===== src/rtl/lotr_mem_loader.sv =====
// Byte-stream program loader: unpacks HDR/LEN/DATA frames into word writes for tile I_MEM/D_MEM.
// Define LOTR_LOADER_CHECKSUM_EN to expect an XOR checksum word after the END marker.
module lotr_mem_loader #(
  parameter int          NUM_TILE     = 2,
  parameter logic [31:0] I_MEM_OFFSET = 32'h0000,
  parameter logic [31:0] SIZE_I_MEM   = 32'h1000,
  parameter logic [31:0] D_MEM_OFFSET = 32'h1000,
  parameter logic [31:0] SIZE_D_MEM   = 32'h1000
) (
  input  logic                QClk,
  input  logic                RstQnnnH,
  input  logic                LdValidQnnnH,
  input  logic [7:0]          LdByteQnnnH,
  output logic                LdRdyQnnnH,
  output logic                MemWrEnQnnnH,
  output logic [NUM_TILE-1:0] MemWrTileQnnnH,
  output logic                MemWrSelQnnnH,
  output logic [23:0]         MemWrAddrQnnnH,
  output logic [31:0]         MemWrDataQnnnH,
  input  logic                MemWrRdyQnnnH,
  output logic                CoreRstQnnnH,
  output logic                LdDoneQnnnH,
  output logic                LdErrQnnnH
);

  // state | meaning
  // IDLE  | first cycle out of reset, loader not yet ready
  // HDR   | collecting header word (or END marker)
  // LEN   | collecting length word, frame checked on its last byte
  // DATA  | collecting a data word (discarded if the frame is bad)
  // WR    | write request held until the memory side accepts
  // CKSUM | collecting the checksum word after END
  // DONE  | load finished, terminal until reset
  typedef enum logic [2:0] {S_IDLE, S_HDR, S_LEN, S_DATA, S_WR, S_CKSUM, S_DONE} state_t;

`ifdef LOTR_LOADER_CHECKSUM_EN
  localparam state_t END_STATE = S_CKSUM;
`else
  localparam state_t END_STATE = S_DONE;
`endif
  localparam logic [7:0]          TILE_LIM = 8'(NUM_TILE);
  localparam logic [NUM_TILE-1:0] TILE_ONE = NUM_TILE'(1);

  state_t               state, state_nxt;
  logic [1:0]           bcnt;
  logic [23:0]          sh;
  logic [31:0]          word;
  logic                 xfer, word_done;
  logic [6:0]           tile_id;
  logic [15:0]          cnt;
  logic                 discard;
  logic [NUM_TILE-1:0]  wr_tile, tile_mask;
  logic                 wr_sel;
  logic [23:0]          wr_addr;
  logic [31:0]          wr_data;
  logic                 err, done, core_rst;
  logic                 frame_bad, ck_bad;
  logic [31:0]          lo, hi, last;
`ifdef LOTR_LOADER_CHECKSUM_EN
  logic [31:0]          csum;
`endif

  assign xfer      = LdValidQnnnH & LdRdyQnnnH;
  assign word      = {LdByteQnnnH, sh};
  assign word_done = xfer && (bcnt == 2'd3);
  assign tile_mask = (tile_id == 7'h7F) ? '1 : (TILE_ONE << tile_id);

  // Range check uses the header latched in wr_sel/wr_addr/tile_id and the incoming LEN word.
  always_comb begin
    lo        = wr_sel ? D_MEM_OFFSET : I_MEM_OFFSET;
    hi        = wr_sel ? (D_MEM_OFFSET + SIZE_D_MEM) : (I_MEM_OFFSET + SIZE_I_MEM);
    last      = {8'h00, wr_addr} + {14'h0, word[15:0], 2'b00};
    frame_bad = (wr_addr[1:0] != 2'b00)
             || ((tile_id != 7'h7F) && ({1'b0, tile_id} >= TILE_LIM))
             || ({8'h00, wr_addr} < lo)
             || (last > hi);
  end

`ifdef LOTR_LOADER_CHECKSUM_EN
  assign ck_bad = (state == S_CKSUM) && (word != csum);
`else
  assign ck_bad = 1'b0;
`endif

  always_ff @(posedge QClk or posedge RstQnnnH) begin
    if (RstQnnnH) state <= S_IDLE;
    else          state <= state_nxt;
  end

  always_comb begin
    state_nxt = state;
    case (state)
      S_IDLE:  state_nxt = S_HDR;
      S_HDR:   if (word_done) state_nxt = (word == '1) ? END_STATE : S_LEN;
      S_LEN:   if (word_done) state_nxt = (word[15:0] == 16'h0) ? S_HDR : S_DATA;
      S_DATA:  if (word_done) begin
                 if (!discard)         state_nxt = S_WR;
                 else if (cnt == 16'd1) state_nxt = S_HDR;
               end
      S_WR:    if (MemWrRdyQnnnH) state_nxt = (cnt == 16'd1) ? S_HDR : S_DATA;
      S_CKSUM: if (word_done) state_nxt = S_DONE;
      S_DONE:  state_nxt = S_DONE;
      default: state_nxt = S_IDLE;
    endcase
  end

  always_comb begin
    LdRdyQnnnH   = (state == S_HDR) || (state == S_LEN) || (state == S_DATA) || (state == S_CKSUM);
    MemWrEnQnnnH = (state == S_WR);
  end

  always_ff @(posedge QClk or posedge RstQnnnH) begin
    if (RstQnnnH) begin
      bcnt     <= 2'd0;
      sh       <= 24'h0;
      tile_id  <= 7'h0;
      cnt      <= 16'h0;
      discard  <= 1'b0;
      wr_tile  <= '0;
      wr_sel   <= 1'b0;
      wr_addr  <= 24'h0;
      wr_data  <= 32'h0;
      err      <= 1'b0;
      done     <= 1'b0;
      core_rst <= 1'b1;
`ifdef LOTR_LOADER_CHECKSUM_EN
      csum     <= 32'h0;
`endif
    end else begin
      if (xfer) begin
        bcnt <= bcnt + 2'd1;
        sh   <= {LdByteQnnnH, sh[23:8]};
      end
      case (state)
        S_HDR: if (word_done && (word != '1)) begin
          wr_sel  <= word[31];
          tile_id <= word[30:24];
          wr_addr <= word[23:0];
        end
        S_LEN: if (word_done) begin
          cnt     <= word[15:0];
          discard <= frame_bad;
          wr_tile <= tile_mask;
          if (frame_bad) err <= 1'b1;
        end
        S_DATA: if (word_done) begin
          if (discard) cnt <= cnt - 16'd1;
          else         wr_data <= word;
        end
        S_WR: if (MemWrRdyQnnnH) begin
          cnt     <= cnt - 16'd1;
          wr_addr <= wr_addr + 24'd4;
`ifdef LOTR_LOADER_CHECKSUM_EN
          csum    <= csum ^ wr_data;
`endif
        end
        S_CKSUM: if (word_done && ck_bad) err <= 1'b1;
        default: ;
      endcase
      // Cores are released only when the whole image, checksum included, is clean.
      if ((state != S_DONE) && (state_nxt == S_DONE)) begin
        done     <= !err && !ck_bad;
        core_rst <= err || ck_bad;
      end
    end
  end

  assign MemWrTileQnnnH = wr_tile;
  assign MemWrSelQnnnH  = wr_sel;
  assign MemWrAddrQnnnH = wr_addr;
  assign MemWrDataQnnnH = wr_data;
  assign CoreRstQnnnH   = core_rst;
  assign LdDoneQnnnH    = done;
  assign LdErrQnnnH     = err;

endmodule


===== config.mk =====
export PLATFORM = sky130hd
export DESIGN_NAME = lotr_mem_loader
export DESIGN_NICKNAME = d
export VERILOG_FILES = /design/src/rtl/lotr_mem_loader.sv
export SDC_FILE = /design/constraint.sdc
export NUM_CORES = 1
export LEC_CHECK = 0
export ABC_AREA = 1
export BUFFER_PORTS_ARGS = -buffer_cell sky130_fd_sc_hd__buf_4
export CAP_MARGIN = 10
export CORE_AREA = 8 8 152 125
export CTS_CLUSTER_SIZE = 25
export DETAILED_ROUTE_END_ITERATION = 10
export DIE_AREA = 0 0 160 133
export GPL_TIMING_DRIVEN = 0
export PLACE_DENSITY = 0.76
export SLEW_MARGIN = 10
export SYNTH_ARGS = -nofsm -noshare
export SYNTH_HDL_FRONTEND = slang
export SYNTH_SLANG_ARGS = --single-unit

===== constraint.sdc =====
create_clock -name QClk -period 4.08 [get_ports QClk]
set_clock_uncertainty 0.15 [all_clocks]
set_input_delay 0.816 -clock QClk [delete_from_list [all_inputs] [get_ports QClk]]
set_output_delay 0.816 -clock QClk [all_outputs]
set_load 0.005 [all_outputs]

Word level (Yosys, flattened, before mapping) --
Cells that the tools add are included.
Storage, ports and cells: register bits after elaboration 115, bits of input ports 12, output and inout port bits 64, logic and storage cells 86
Cells by class: add/subtract/negate cells 4, magnitude comparators 3, equality and inequality tests 19, shift-type cells 1, mux-type cells 22, bitwise operators 2, reduce and logical (&&, ||, !) cells 22
Operators with widths (count):
- two-way mux 16 bit | 4
- two-way mux 24 bit | 2
- one-hot mux 16 bit (3 select lines) | 1
- one-hot mux 24 bit (2 select lines) | 1
- == test 32 bit (second input constant) | 1
- != test 32 bit (second input constant) | 1
- adder 24 x 18 -> 25 bit | 1
- greater-than comparator 25 x 14 -> 1 bit | 1
- adder 24 x 3 -> 24 bit (second input constant) | 1
- < comparator 24 x 13 -> 1 bit | 1
- two-way mux 3 bit | 8
- one-hot mux 3 bit (7 select lines) | 1
- == test 16 x 1 -> 1 bit (second input constant) | 1
- logical NOT 16 bit | 1
- subtractor 16 x 1 -> 16 bit (second input constant) | 1
- two-way mux 14 bit | 1
- two-way mux 13 bit | 1
- == test 3 bit (second input constant) | 4
- AND reduction 3 bit | 3
- == test 7 bit (second input constant) | 1
- greater-or-equal comparator 7 x 2 -> 1 bit (second input constant) | 1
- != test 7 bit (second input constant) | 1
- << shifter 1 x 7 -> 2 bit (first input constant) | 1
- == test 3 x 2 -> 1 bit (second input constant) | 2
- other kinds (17) | 32

Depth between registers and ports, before layout --
depth in word-level cells 10, mapped depth 23

Least setup slack after synthesis --
No wires, ideal clock.
path type register to register, start point reg wr_addr[2] (netlist: MemWrAddrQnnnH[2]), end point reg err (netlist: LdErrQnnnH), library setup time 122 ps, data arrival time 2734 ps, slack 1074 ps, stages on the path, launching flop included 24, path buffers 0, clock period less this slack 3006 ps, cell sequence dfrtp_1 ha_1 inv_1 fa_1 inv_1 nand2_1 nand2_1 nand3_1 nand2_1 a21oi_1 xor2_1 ha_1 nand2_1 nand3b_1 nor2_1 nand3_1 nor2_1 nand2_1 nor2_1 nand3_1 nand2_1 nand3_1 o21bai_2 nand2_1
Between the ends: longest elaborated chain between the ends 4, elaborated cells on any way between the ends 6, those cells by class 1 x add/sub; 2 x order compare; 3 x reduce/logical
Ends and longest elaborated chain:
- start, declared | RTL line 54 | logic [23:0] wr_addr;
- start signal, assigned | RTL line 138 | wr_addr <= word[23:0];
- start signal, assigned | RTL line 152 | wr_addr <= wr_addr + 24'd4;
- adder 24 x 18 -> 25 bit or < comparator 24 x 13 -> 1 bit (tied branches) | RTL line 72, 75
- greater-than comparator 25 x 14 -> 1 bit or logical OR 1 bit (tied branches) | RTL line 76, 75
- logical OR 1 bit (*) | RTL line 76 | || (last > hi);
- AND reduction 3 bit (no source line) (*)
- end signal, assigned | RTL line 123 | err <= 1'b0;
- end signal, assigned | RTL line 144 | if (frame_bad) err <= 1'b1;
- end signal, assigned | RTL line 157 | S_CKSUM: if (word_done && ck_bad) err <= 1'b1;
- end, declared | RTL line 56 | logic err, done, core_rst;
Mark *: on every way between the ends. The rest lies on a longest branch, timed or not. A chain may end at the register's enable or synchronous reset.

Final worst setup path --
start point reg sh[0], end point reg discard
Between the ends: longest elaborated chain between the ends 3
Ends and longest elaborated chain:
- start, declared | RTL line 46 | logic [23:0] sh;
- start signal, assigned | RTL line 132 | sh <= {LdByteQnnnH, sh[23:8]};
- adder 24 x 18 -> 25 bit | RTL line 72 | last = {8'h00, wr_addr} + {14'h0, word[15:0], 2'b00};
- greater-than comparator 25 x 14 -> 1 bit | RTL line 76
- logical OR 1 bit | RTL line 76
- end signal, assigned | RTL line 142 | discard <= frame_bad;
- end, declared | RTL line 51 | logic discard;
Every way passes these cells.

==> impl_metrics.tcl <==
set metrics [dict create \
    fin_hold_ws_ns 0.1959 \
    required_ns 4.22 \
    multiInputGateArea_um2 3680 \
    cts_root_buffer "clkbuf_16" \
    core_um2 16400 \
    crit_arrival_ns 3.91 \
    cts_sinks 115 \
    die_h_um 133 \
    finalCriticalPeriod_ns 3.773 \
    post_cts_resized 0 \
    die-width_um 160 \
    cts_buffers 17 \
    grt_use_total 0.2077 \
    postLayoutCellArea_um2 8792 \
    n_antenna_cell 0 \
    dp.cells 1316 \
    hold_viol 0 \
    wl_um 22360 \
    yosysSeqAreaShare 0.3955 \
    hold_buffers 0 \
    criticalPathCategory "register to register" \
    cts_tree "built" \
    nets 1150 \
    final_common_cell "nand2_1" \
    ys.flop_type "dfrtp_1" \
    ys_ff_latch 115 \
    clk_latency_ns 0.42 \
    grt_first_pass_wirelength_um 35370 \
    syn_inst 1020 \
    place_area_um2 8150 \
    regArea_um2 2879 \
    setup_viol 0 \
    hpwl_um 17260 \
    top_level_ports 76 \
    post_drt_wl_per_cell_um 16.59 \
    fill_cells 1578 \
    firstDrtPassIters 5 \
    h-tree-depth 4 \
    synth_area_leader_cell "dfrtp_1" \
    postCtsSetupBuffers 0 \
    synth_area_um2 7279 \
    dp_worst_setup_slack_ns 0.3741 \
    critPathLaunchType "register" \
    layout_common_cells "nand2_1 (285), inv_1 (143), dfrtp_1 (114)" \
    place_congestion 0.9449 \
    hp-class "input port to async pin" \
    rr_startpoint "sh[0]$_DFFE_PP0P_" \
    vias 7255 \
    powerDensity_nw_per_um2 852.6 \
    synth-edff-count 0 \
    drv_cap 0 \
    stdcell_count 1348 \
    peakVddDrop_v 0.0003968 \
    initial_core_util 0.4440 \
    grt_pass1_vias 6707 \
    worst_slew_pin_slew_ns 0.6659 \
    antenna_left 0 \
    relSlewSlack 0.5560 \
    drive_gt1_frac 0.1543 \
    path_clk_slew_ns 0.06 \
    cp-end-kind "register" \
    period_share 0.9249 \
    dieArea_um2 21280 \
    synth_top_area_share 0.3919 \
    leakagePower_nw 4.409 \
    first_iter_violations 812 \
    synth_area_leaders "dfrtp_1 (39%), nand2_1 (15%), inv_1 (7.4%)" \
    grt_max_degree 91 \
    drc 0 \
    io_buffers 75 \
    final_max_slew_viol_count 0 \
    status "completed" \
    area_growth_pct 20.78 \
    ff2ff_setup_slack_ns 0.31 \
    avgSynthCellArea_um2 7.137 \
    yosysWarnings 0 \
    overflow 0 \
    syn_nets 1055 \
    std_cell_rows 42 \
    setup_ws_ns 0.3066 \
    worst-path-max-fanout 5 \
    crit_start "sh[0]$_DFFE_PP0P_" \
    async_flop_share 1.000 \
    cts_buffer_depth 2 \
    max_freq_ghz 0.2650 \
    synth_cell_types 46 \
    grt_setup_unrepaired "false" \
    vias_per_cell 5.382 \
    antenna_found_initial 0 \
    finalPower_w 0.007496 \
]
-- cell type report --
cell class	instances	share of cell area
Timing Repair Buffer	76	0.06717
Multi-Input combinational cell	724	0.4185
Clock inverter	13	0.02377
Clock buffer	19	0.04924
Inverter	155	0.06703
Buffer	26	0.01551
Tap cell	220	0.03131
Sequential cell	115	0.3275
-- power breakdown --
part / switching (W) / internal [W]
Sequential: 0.000633 / 0.00163
Combinational: 0.00223 / 0.00138
Clock: 0.000548 / 0.00108
-- cell usage after synthesis, types with 2 or more instances --
master / n
nand2_1: 285
inv_1: 144
dfrtp_1: 114
o21ai_0: 100
nor2_1: 78
nand3_1: 49
a21oi_1: 30
nand4_1: 28
o21ai_1: 28
ha_1: 22
nor3_1: 14
xor2_1: 13
nor2_2: 11
buf_2: 10
clkbuf_1: 10
inv_2: 10
o211ai_1: 10
a21oi_2: 6
nand2_2: 5
nor2_4: 5
nor4_1: 5
nor3_2: 4
o22ai_1: 4
xnor2_1: 4
buf_4: 3
nand2_4: 3
a22oi_1: 2
buf_6: 2
nand3b_1: 2
o21bai_1: 2
o311ai_0: 2
-- worst max-delay path, cell delays in order (launching register included) --
cell      delay [ns]
dfrtp_1         0.45
ha_1            0.30
inv_1           0.08
fa_1            0.40
inv_1           0.12
nand2_1         0.06
nand2_1         0.09
nand3_1         0.10
nand2_1         0.14
a21oi_1         0.09
xor2_1          0.15
ha_1            0.31
nand2_1         0.05
nand3b_1        0.15
nor2_1          0.12
nand3_1         0.09
nor2_1          0.09
nand2_1         0.06
nor2_1          0.10
nand3_1         0.09
nand2_1         0.10
nand3_1         0.10
o21bai_2        0.20
nand2_1         0.08
-- layer usage --
metal,global-route usage,up-vias,part of all wire,wire length [µm]
li1,-,3494,-,-
met1,0.2952,3364,0.46,10390
met2,0.3005,353,0.41,9253
met3,0.05425,44,0.098,2181
met4,0.06632,0,0.024,537
met5,0,-,0,0
-- flip-flops by register name (all words and copies together) (netlist names), 2 cells and up --
register and cells:
MemWrDataQnnnH 32, MemWrAddrQnnnH 24, sh 24, cnt 16
tile_id 7, state 3, MemWrTileQnnnH 2, bcnt 2
-- through the flow --
step	util	TNS [ns]
after floorplan	-	0
after global placement	0.4951	-146.41
after detailed placement	0.4971	0
after CTS	0.5362	0
after global routing	0.5362	0
final	0.5362	0
-- kinds of logic (layout without fill, tap and decap cells) --
group,Yosys count,after routing,synth area share
xor gates and xnor gates,17,17,0.02045
buffers and inverters,181,289,0.09900
AOI/OAI and AO/OA,189,189,0.1420
adders and majority gates,23,23,0.04056
DFF,115,115,0.3955
muxes,1,1,0.001547
and+or+nand+nor,494,494,0.3010
-- path summary, 6_finish.rpt --
kind                                             endpoint  cells after the start
setup / recovery                      discard$_DFFE_PP0P_                     23
min in group QClk                 LdDoneQnnnH$_DFFE_PP0P_                      1
hold reg to reg                   LdDoneQnnnH$_DFFE_PP0P_                      1
max in group asynchronous             cnt[15]$_DFFE_PP0P_                      3
setup reg to reg                      discard$_DFFE_PP0P_                     23
hold / removal             MemWrDataQnnnH[28]$_DFFE_PP0P_                      2
No activity file was read; power rests on OpenSTA's default activity.
